### src/rtl/emu_pkg.sv
// Shared widths, reset PC and halfword-select helper for the Thumb fetch path.
package emu_pkg;
  localparam int INST_W = 16;
  localparam int WORD_W = 32;
  localparam logic [31:0] RESET_PC_DEFAULT = 32'h0000_0000;

  // pc[1] picks the halfword; Thumb is little-endian within a word
  localparam logic HALF_LO = 1'b0;
  localparam logic HALF_HI = 1'b1;

  function automatic logic [INST_W-1:0] select_half(input logic [WORD_W-1:0] word, input logic sel);
    return (sel == HALF_HI) ? word[WORD_W-1:INST_W] : word[INST_W-1:0];
  endfunction
endpackage

### src/rtl/fetch_word_queue.sv
// Two-entry word FIFO with flush; a pushed word is the head one cycle later.
// No backpressure output: the producer must track credits, push into a full queue fires an assertion.
module fetch_word_queue
  import emu_pkg::*;
(
  input  logic              clock,
  input  logic              reset_n,
  input  logic              push,
  input  logic [WORD_W-1:0] push_dat,
  input  logic              pop,
  input  logic              flush,
  output logic [WORD_W-1:0] head_dat,
  output logic [1:0]        count
);
  logic [WORD_W-1:0] slot [2];
  logic              rd_ptr;
  logic              wr_ptr;

  assign head_dat = slot[rd_ptr];

  always_ff @(posedge clock or negedge reset_n) begin
    if (!reset_n) begin
      rd_ptr  <= 1'b0;
      wr_ptr  <= 1'b0;
      count   <= 2'd0;
      slot[0] <= '0;
      slot[1] <= '0;
    end else if (flush) begin
      rd_ptr <= 1'b0;
      wr_ptr <= 1'b0;
      count  <= 2'd0;
    end else begin
      // when full, push+pop writes the slot being popped; the head was already consumed
      if (push) begin
        slot[wr_ptr] <= push_dat;
        wr_ptr       <= ~wr_ptr;
      end
      if (pop) rd_ptr <= ~rd_ptr;
      unique case ({push, pop})
        2'b10:   count <= count + 2'd1;
        2'b01:   count <= count - 2'd1;
        default: count <= count;
      endcase
    end
  end

  a_no_overflow: assert property (@(posedge clock) disable iff (!reset_n)
    !(push && !pop && !flush && count == 2'd2));
  a_no_underflow: assert property (@(posedge clock) disable iff (!reset_n)
    !(pop && !flush && count == 2'd0));
endmodule

### src/rtl/thumb_fetch_unit.sv
// Thumb fetch: requests 32-bit words, presents one halfword per cycle with its byte PC; request to inst_valid is 2 cycles.
// inst holds while inst_ready is low; requests stop once queued plus in-flight words reach two.
module thumb_fetch_unit
  import emu_pkg::*;
#(
  parameter int          ADDR_W   = 10,
  parameter logic [31:0] RESET_PC = RESET_PC_DEFAULT
) (
  input  logic              clock,
  input  logic              reset_n,
  output logic              mem_req,
  output logic [ADDR_W-1:0] mem_addr,
  input  logic              mem_rvalid,
  input  logic [WORD_W-1:0] mem_rdata,
  input  logic              redirect,
  input  logic [31:0]       redirect_pc,
  output logic              inst_valid,
  input  logic              inst_ready,
  output logic [INST_W-1:0] inst,
  output logic [31:0]       inst_pc
);
  logic [31:0]       pc;
  logic [ADDR_W-1:0] fetch_ptr;
  logic              inflight;
  logic              inflight_epoch;
  logic              epoch;
  logic [WORD_W-1:0] head_dat;
  logic [1:0]        q_count;
  logic              credit_ok;
  logic              accept;
  logic              fire;
  logic              pop;
  logic              unused_pc_bit;

  assign unused_pc_bit = redirect_pc[0];

  assign credit_ok = (3'(q_count) + 3'(inflight)) < 3'd2;
  assign mem_req   = reset_n && !redirect && credit_ok;
  assign mem_addr  = fetch_ptr;

  // responses tagged with an older epoch belong to a squashed fetch stream
  assign accept = mem_rvalid && inflight && (inflight_epoch == epoch) && !redirect;

  assign inst_valid = (q_count != 2'd0);
  assign inst       = select_half(head_dat, pc[1]);
  assign inst_pc    = pc;
  assign fire       = inst_valid && inst_ready;
  assign pop        = fire && (pc[1] == HALF_HI) && !redirect;

  fetch_word_queue u_queue (
    .clock    (clock),
    .reset_n  (reset_n),
    .push     (accept),
    .push_dat (mem_rdata),
    .pop      (pop),
    .flush    (redirect),
    .head_dat (head_dat),
    .count    (q_count)
  );

  always_ff @(posedge clock or negedge reset_n) begin
    if (!reset_n) begin
      pc             <= RESET_PC;
      fetch_ptr      <= RESET_PC[ADDR_W+1:2];
      inflight       <= 1'b0;
      inflight_epoch <= 1'b0;
      epoch          <= 1'b0;
    end else begin
      if (redirect) begin
        pc        <= {redirect_pc[31:1], 1'b0};
        fetch_ptr <= redirect_pc[ADDR_W+1:2];
        epoch     <= ~epoch;
      end else begin
        if (fire) pc <= pc + 32'd2;
        if (mem_req) fetch_ptr <= fetch_ptr + 1'b1;
      end
      if (mem_req) begin
        inflight       <= 1'b1;
        inflight_epoch <= epoch;
      end else if (mem_rvalid) begin
        inflight <= 1'b0;
      end
    end
  end
endmodule
### config.mk
export PLATFORM = sky130hd
export DESIGN_NAME = thumb_fetch_unit
export DESIGN_NICKNAME = d
export VERILOG_FILES = /design/src/rtl/emu_pkg.sv /design/src/rtl/fetch_word_queue.sv /design/src/rtl/thumb_fetch_unit.sv
export SDC_FILE = /design/constraint.sdc
export NUM_CORES = 1
export LEC_CHECK = 0
export BUFFER_PORTS_ARGS = -buffer_cell sky130_fd_sc_hd__clkbuf_2
export CORE_MARGIN = 2
export CORE_UTILIZATION = 23
export DETAILED_ROUTE_END_ITERATION = 7
export GPL_TIMING_DRIVEN = 0
export PLACE_DENSITY = 0.49
export SLEW_MARGIN = 5
export SYNTH_ARGS = -nofsm -noshare
export SYNTH_HDL_FRONTEND = slang
export SYNTH_HIERARCHICAL = 1
export SYNTH_SLANG_ARGS = --single-unit
### constraint.sdc
create_clock -name clock -period 5.5 [get_ports clock]
set_input_delay 0.825 -clock clock [delete_from_list [all_inputs] [get_ports clock]]
set_output_delay 0.825 -clock clock [all_outputs]
set_load 0.01 [all_outputs]
; Yosys cells after proc, flatten, opt, wreduce, memory -nomap -nowiden
; Index checks and enable logic that the tools add are counted.
[word_totals]
reg_bits = 113
input_bits = 69
wordCells = 65
[classes]
addsub = 5
magnitude_cmp = 4
eq_ne = 3
n_mux = 19
bitwise_logic = 6
reduce_logical = 18
[op_table]
columns = op, n
row1 = 32-bit 2-to-1 mux, 6
row2 = 64-bit bitwise mux, 1
row3 = 32-bit by 2-bit adder with 32-bit output (second input constant), 1
row4 = 32-bit demux with 1-bit select, 1
row5 = 10-bit 2-to-1 mux, 2
row6 = 16-bit 2-to-1 mux, 1
row7 = 2-bit nonzero test, 6
row8 = 10-bit by 1-bit adder with 10-bit output (second input constant), 1
row9 = 1-bit logical AND, 9
row10 = 1-bit 2-to-1 mux, 6
row11 = 2-bit >= comparator (second input constant), 2
row12 = 1-bit inverter, 4
row13 = 1-bit inverter with 2-bit output, 2
row14 = 2-bit one-hot mux with 2 select lines, 1
row15 = 2-bit by 1-bit adder with 3-bit output, 1
row16 = 3-bit by 2-bit less-than comparator with 1-bit output (second input constant), 1
row17 = 3-bit nonzero test, 1
row18 = 2-bit by 1-bit adder with 2-bit output (second input constant), 1
row19 = 2-bit by 1-bit == test with 1-bit output (second input constant), 1
row20 = 2-bit == test (second input constant), 1
row21 = 2-bit by 1-bit less-than comparator with 1-bit output (second input constant), 1
row22 = 2-bit 2-to-1 mux, 1
row23 = 2-bit AND reduction, 1
row24 = 2-bit by 1-bit subtractor with 2-bit output (second input constant), 1
row25 = other kinds (2), 2

; Longest topological paths before layout
[depth]
word_depth = 7
mapped_depth = 7
depth_no_buf = 6

; Cells and area by module
; Netlist, hierarchy kept.
[by_module_without_submodules]
columns = module, instances, cells_each, area_each_um2, seq_area_each_um2
row1 = fetch_word_queue, 1, 189, 2971.6, 1701.6
row2 = thumb_fetch_unit, 1, 287, 2657.5, 1101.1

; Least setup slack after synthesis
; Ideal clock, no wire load.
[synth_timing]
path_type = in2reg
startpoint = in redirect
endpoint = reg u_queue/slot[46] (netlist name)
setup_ps = 125
t_arrival_ps = 2354
required_time_ps = 5375
slack_ps = 3021
path_stages = 7
n_path_buf = 4
cell_sequence = clkbuf_1 > clkbuf_1 > nor3_1 > buf_4 > nor3b_4 > buf_6 > mux2_2
[synth_between]
elab_chain_len = 3
elab_cells_between_ends = 4
[synth_lines]
columns = element, line
row1 = from (decl), thumb_fetch_unit.sv:15  ; input logic redirect,
row2 = 1-bit zero test, thumb_fetch_unit.sv:42  ; assign accept = mem_rvalid && inflight && (inflight_epoch == epoch) && !redirect;
row3 = 1-bit logical AND, thumb_fetch_unit.sv:42
row4 = via accept, thumb_fetch_unit.sv:30  ; logic accept;
row5 = 2-bit AND reduction (no line), n/a
row6 = "to (signal, indexed assignment)", fetch_word_queue.sv:35  ; slot[wr_ptr] <= push_dat;
row7 = to (decl), fetch_word_queue.sv:15  ; logic [WORD_W-1:0] slot [2];
; The timed path passes the listed nets, and every way through them passes these cells.
; A chain may end at the register's enable or synchronous reset.

; Final worst setup path
[layout_timing]
startpoint = reg pc[1], in the netlist inst_pc[1]
endpoint = out inst[9]
[layout_between]
elab_chain_len = 1
[layout_lines]
columns = element, line
row1 = from (decl), thumb_fetch_unit.sv:22  ; logic [31:0] pc;
row2 = from (signal assigned), thumb_fetch_unit.sv:70  ; pc <= {redirect_pc[31:1], 1'b0};
row3 = from (signal assigned), thumb_fetch_unit.sv:74  ; if (fire) pc <= pc + 32'd2;
row4 = 16-bit 2-to-1 mux, emu_pkg.sv:12  ; return (sel == HALF_HI) ? word[WORD_W-1:INST_W] : word[INST_W-1:0];
row5 = to (decl), thumb_fetch_unit.sv:19  ; output logic [INST_W-1:0] inst,
; Every way passes these cells.

==> impl_metrics.csv <==
group,metric,value,unit
cts,cts_buffer_depth,2,
sta,setup_violations,0,
synth,yosys-top-cells-area,"dfrtp_1 50%, mux2_2 23%, xnor2_1 2.3%",
setup_path,r2r_setup_slack,2600,ps
layout,syn2layout_area_growth,24.9,%
place,hpwlAfterDp,11300,um
sta,min_period,3340,ps
layout,insertedDiodeCount,0,
route,vias,4182,
sta,fmax,0.300,GHz
cts,cts_tree,"built",
setup_path,cp.required,4680,ps
setup_path,cp-end-kind,"output port",
route,drt_iter0_drc,162,
cts,h-tree-depth,3,
cts,clk_pin_slew,80,ps
synth,ys_seq_elements,112,
synth,yosys_warnings,6,
layout,drive_above_1_share,44.6,%
sta,setup_ws,2160,ps
floorplan,rows,57,
sta,hold_violations,0,
setup_path,crit_fanout,10,
synth,synth_top_area_cell,"dfrtp_1",
cts,holdBufCountCts,0,
route,drtPass1Iterations,4,
global_routing,antenna_found_initial,0,
worst_hold_path,min_path_type,"input port to asynchronous set/reset pin",
synth,postSynthCellCount,476,
cts,cts_resized,0,
global_routing,overflow,0,
place,io_buffers,126,
cts,post_cts_buffers,0,
layout,final_cell_area,7030,um2
floorplan,initial_core_util,23.3,%
synth,syn_nets,547,
layout,ff_latch_area,2800,um2
setup_path,critPathKind,"register to output port",
floorplan,die_h,160,um
power_and_ir_drop,powerDensity,369,nW/um2
setup_path,r2r_end,"u_queue/count[1]",
setup_path,crit_path_start_kind,"register",
sta,slew_headroom,52.6,%
floorplan,io_pins,129,
sta,rsz0062_at_grt,"no",
sta,drv_slew,0,
cts,cts_sinks,112,
route,wirelength,15500,um
floorplan,dieWidth,160,um
synth,syn_area,5630,um2
floorplan,dieArea,25700,um2
global_routing,grt_start_max_net_pins,99,
global_routing,gr-usage-all-layers,12.5,%
flow_run,drv_cap,0,
place,gp_congestion,0.722,
cts,worstSkewPairLatency,360,ps
place,dpl_cell_area,6700,um2
place,post-place-ws,1930,ps
setup_path,r2r_start,"inst_pc[1]",
route,ant_nets,0,
layout,multiInputGateArea,2650,um2
floorplan,core-area,24200,um2
cts,cts_buffers,9,
outcome,outcome,"finished clean",
layout,finalNetCount,685,
sta,worst_pin_slew,711,ps
route,via_per_inst,4.43,
route,drc,0,
synth,syn_area_per_cell,11.8,um2
power_and_ir_drop,p_leak,0.00314,uW
power_and_ir_drop,ir_drop,143,uV
global_routing,grt_pass1_vias,4251,
sta,fin_worst_skew,5.91,ps
layout,fillers,2521,
sta,final.period_utilization,60.7,%
cts,cts_root_buf,"clkbuf_16",
sta,timing.setup.tns,0,ps
global_routing,grt_pass1_wl,24800,um
synth,synth_cell_types,41,
synth,synth_seq_area_share,49.8,%
setup_path,critical_path_arrival,2510,ps
synth,synth_top_area_share,49.8,%
setup_path,rr_worst_depth,6,
route,wl_per_cell,16.4,um
## critical path, cell delays in order, from the launching register on
cell      delay (ps)
dfrtp_1          420
clkbuf_1         570
buf_1            600
mux2_2           420
clkbuf_2         130
## cell usage after synthesis (all sizes together)
library cell,instances
o41ai,1
a21oi,5
nor2b,2
xor2,8
o31a,6
a31oi,17
nand2,24
nand4,11
clkinv,1
clkbuf,12
mux2i,2
buf,16
and3,1
conb,1
or2,3
or3,8
o22ai,1
nor3b,4
a21boi,3
mux2,120
nand3b,1
and3b,1
or4,16
nand3,11
dfrtp,112
nand2b,3
o21ai,12
nor4,7
o211ai,2
nor2,25
xnor2,15
and2,1
nor3,6
o31ai,10
ha,2
inv,6
## layout by cell type, fill, tap and decap left out, types with 11 or more instances in the layout
| cell | n |
|---|---|
| a31oi_1 | 17 |
| or4_1 | 16 |
| nor2_1 | 25 |
| clkbuf_2 | 125 |
| o21ai_0 | 12 |
| nand3_1 | 11 |
| clkbuf_1 | 13 |
| xnor2_1 | 15 |
| nand2_1 | 24 |
| dfrtp_1 | 112 |
| mux2_2 | 115 |
| nand4_1 | 11 |
## worst max path at each step
stage | startpoint | to | slack, ps | cells past startpoint
after floorplan | redirect | u_queue/slot[46] | 3020 | 7
after global placement | reset_n | mem_req | 480 | 5
after detailed placement | redirect | u_queue/slot[6] | 1930 | 8
after CTS | inst_pc[1] | inst[10] | 1990 | 4
after global routing | inst_pc[1] | inst[10] | 1960 | 4
final | inst_pc[1] | inst[9] | 2160 | 4
## cells by family after synthesis
kind of cell / after synthesis / synth area share (%)
XOR/XNOR: 23 / 3.58
AND/OR/NAND/NOR: 124 / 11.9
flip-flops: 112 / 49.8
multiplexers: 122 / 24.4
adder cells (fa/ha/maj): 2 / 0.444
other: 1 / 0.0666
buffers and inverters: 35 / 3.22
AO/OA/AOI/OAI: 57 / 6.60
## flip-flops by register name, indices dropped and copies added (netlist names)
| signal | flops |
|---|---|
| u_queue/slot | 64 |
| mem_addr | 10 |
| u_queue/wr_ptr | 1 |
| inflight | 1 |
| u_queue/count | 2 |
| u_queue/rd_ptr | 1 |
| inst_pc | 31 |
| inflight_epoch | 1 |
| epoch | 1 |
## routing by layer
metal / wire length [um] / vias to the layer above / global-route usage, %
met2: 7430 / 80 / 20.4
met5: 0 / - / 0
met4: 258 / 0 / 4.67
li1: - / 2025 / -
met3: 562 / 13 / 2.30
met1: 7230 / 2064 / 16.4
## metrics by stage
step / hold WS (ps) / total power, uW / instances / util (%)
2_1_floorplan: 454 / 1610 / 476 / -
3_3_place_gp: 468 / 1870 / 926 / 27.6
3_5_place_dp: 475 / 1880 / 927 / 27.7
4_1_cts: 286 / 2640 / 943 / 29.1
5_1_grt: 293 / 2760 / 943 / 29.1
6_report: 297 / 2590 / 943 / 29.1
## report_power, final
part / switching [uW] / internal [uW]
registers: 123 / 1010
logic: 311 / 402
clock network: 332 / 408
total: 766 / 1830
## cell type report
class | count | share of cell area [%]
clock buffers | 10 | 3.26
inverters | 7 | 0.374
clock inverters | 6 | 1.41
repair buffers | 127 | 9.49
well taps | 324 | 5.77
plain buffers | 28 | 2.21
flip-flops and latches | 112 | 39.9
multi-input cells | 329 | 37.6
(Power assumes the default switching activity.)
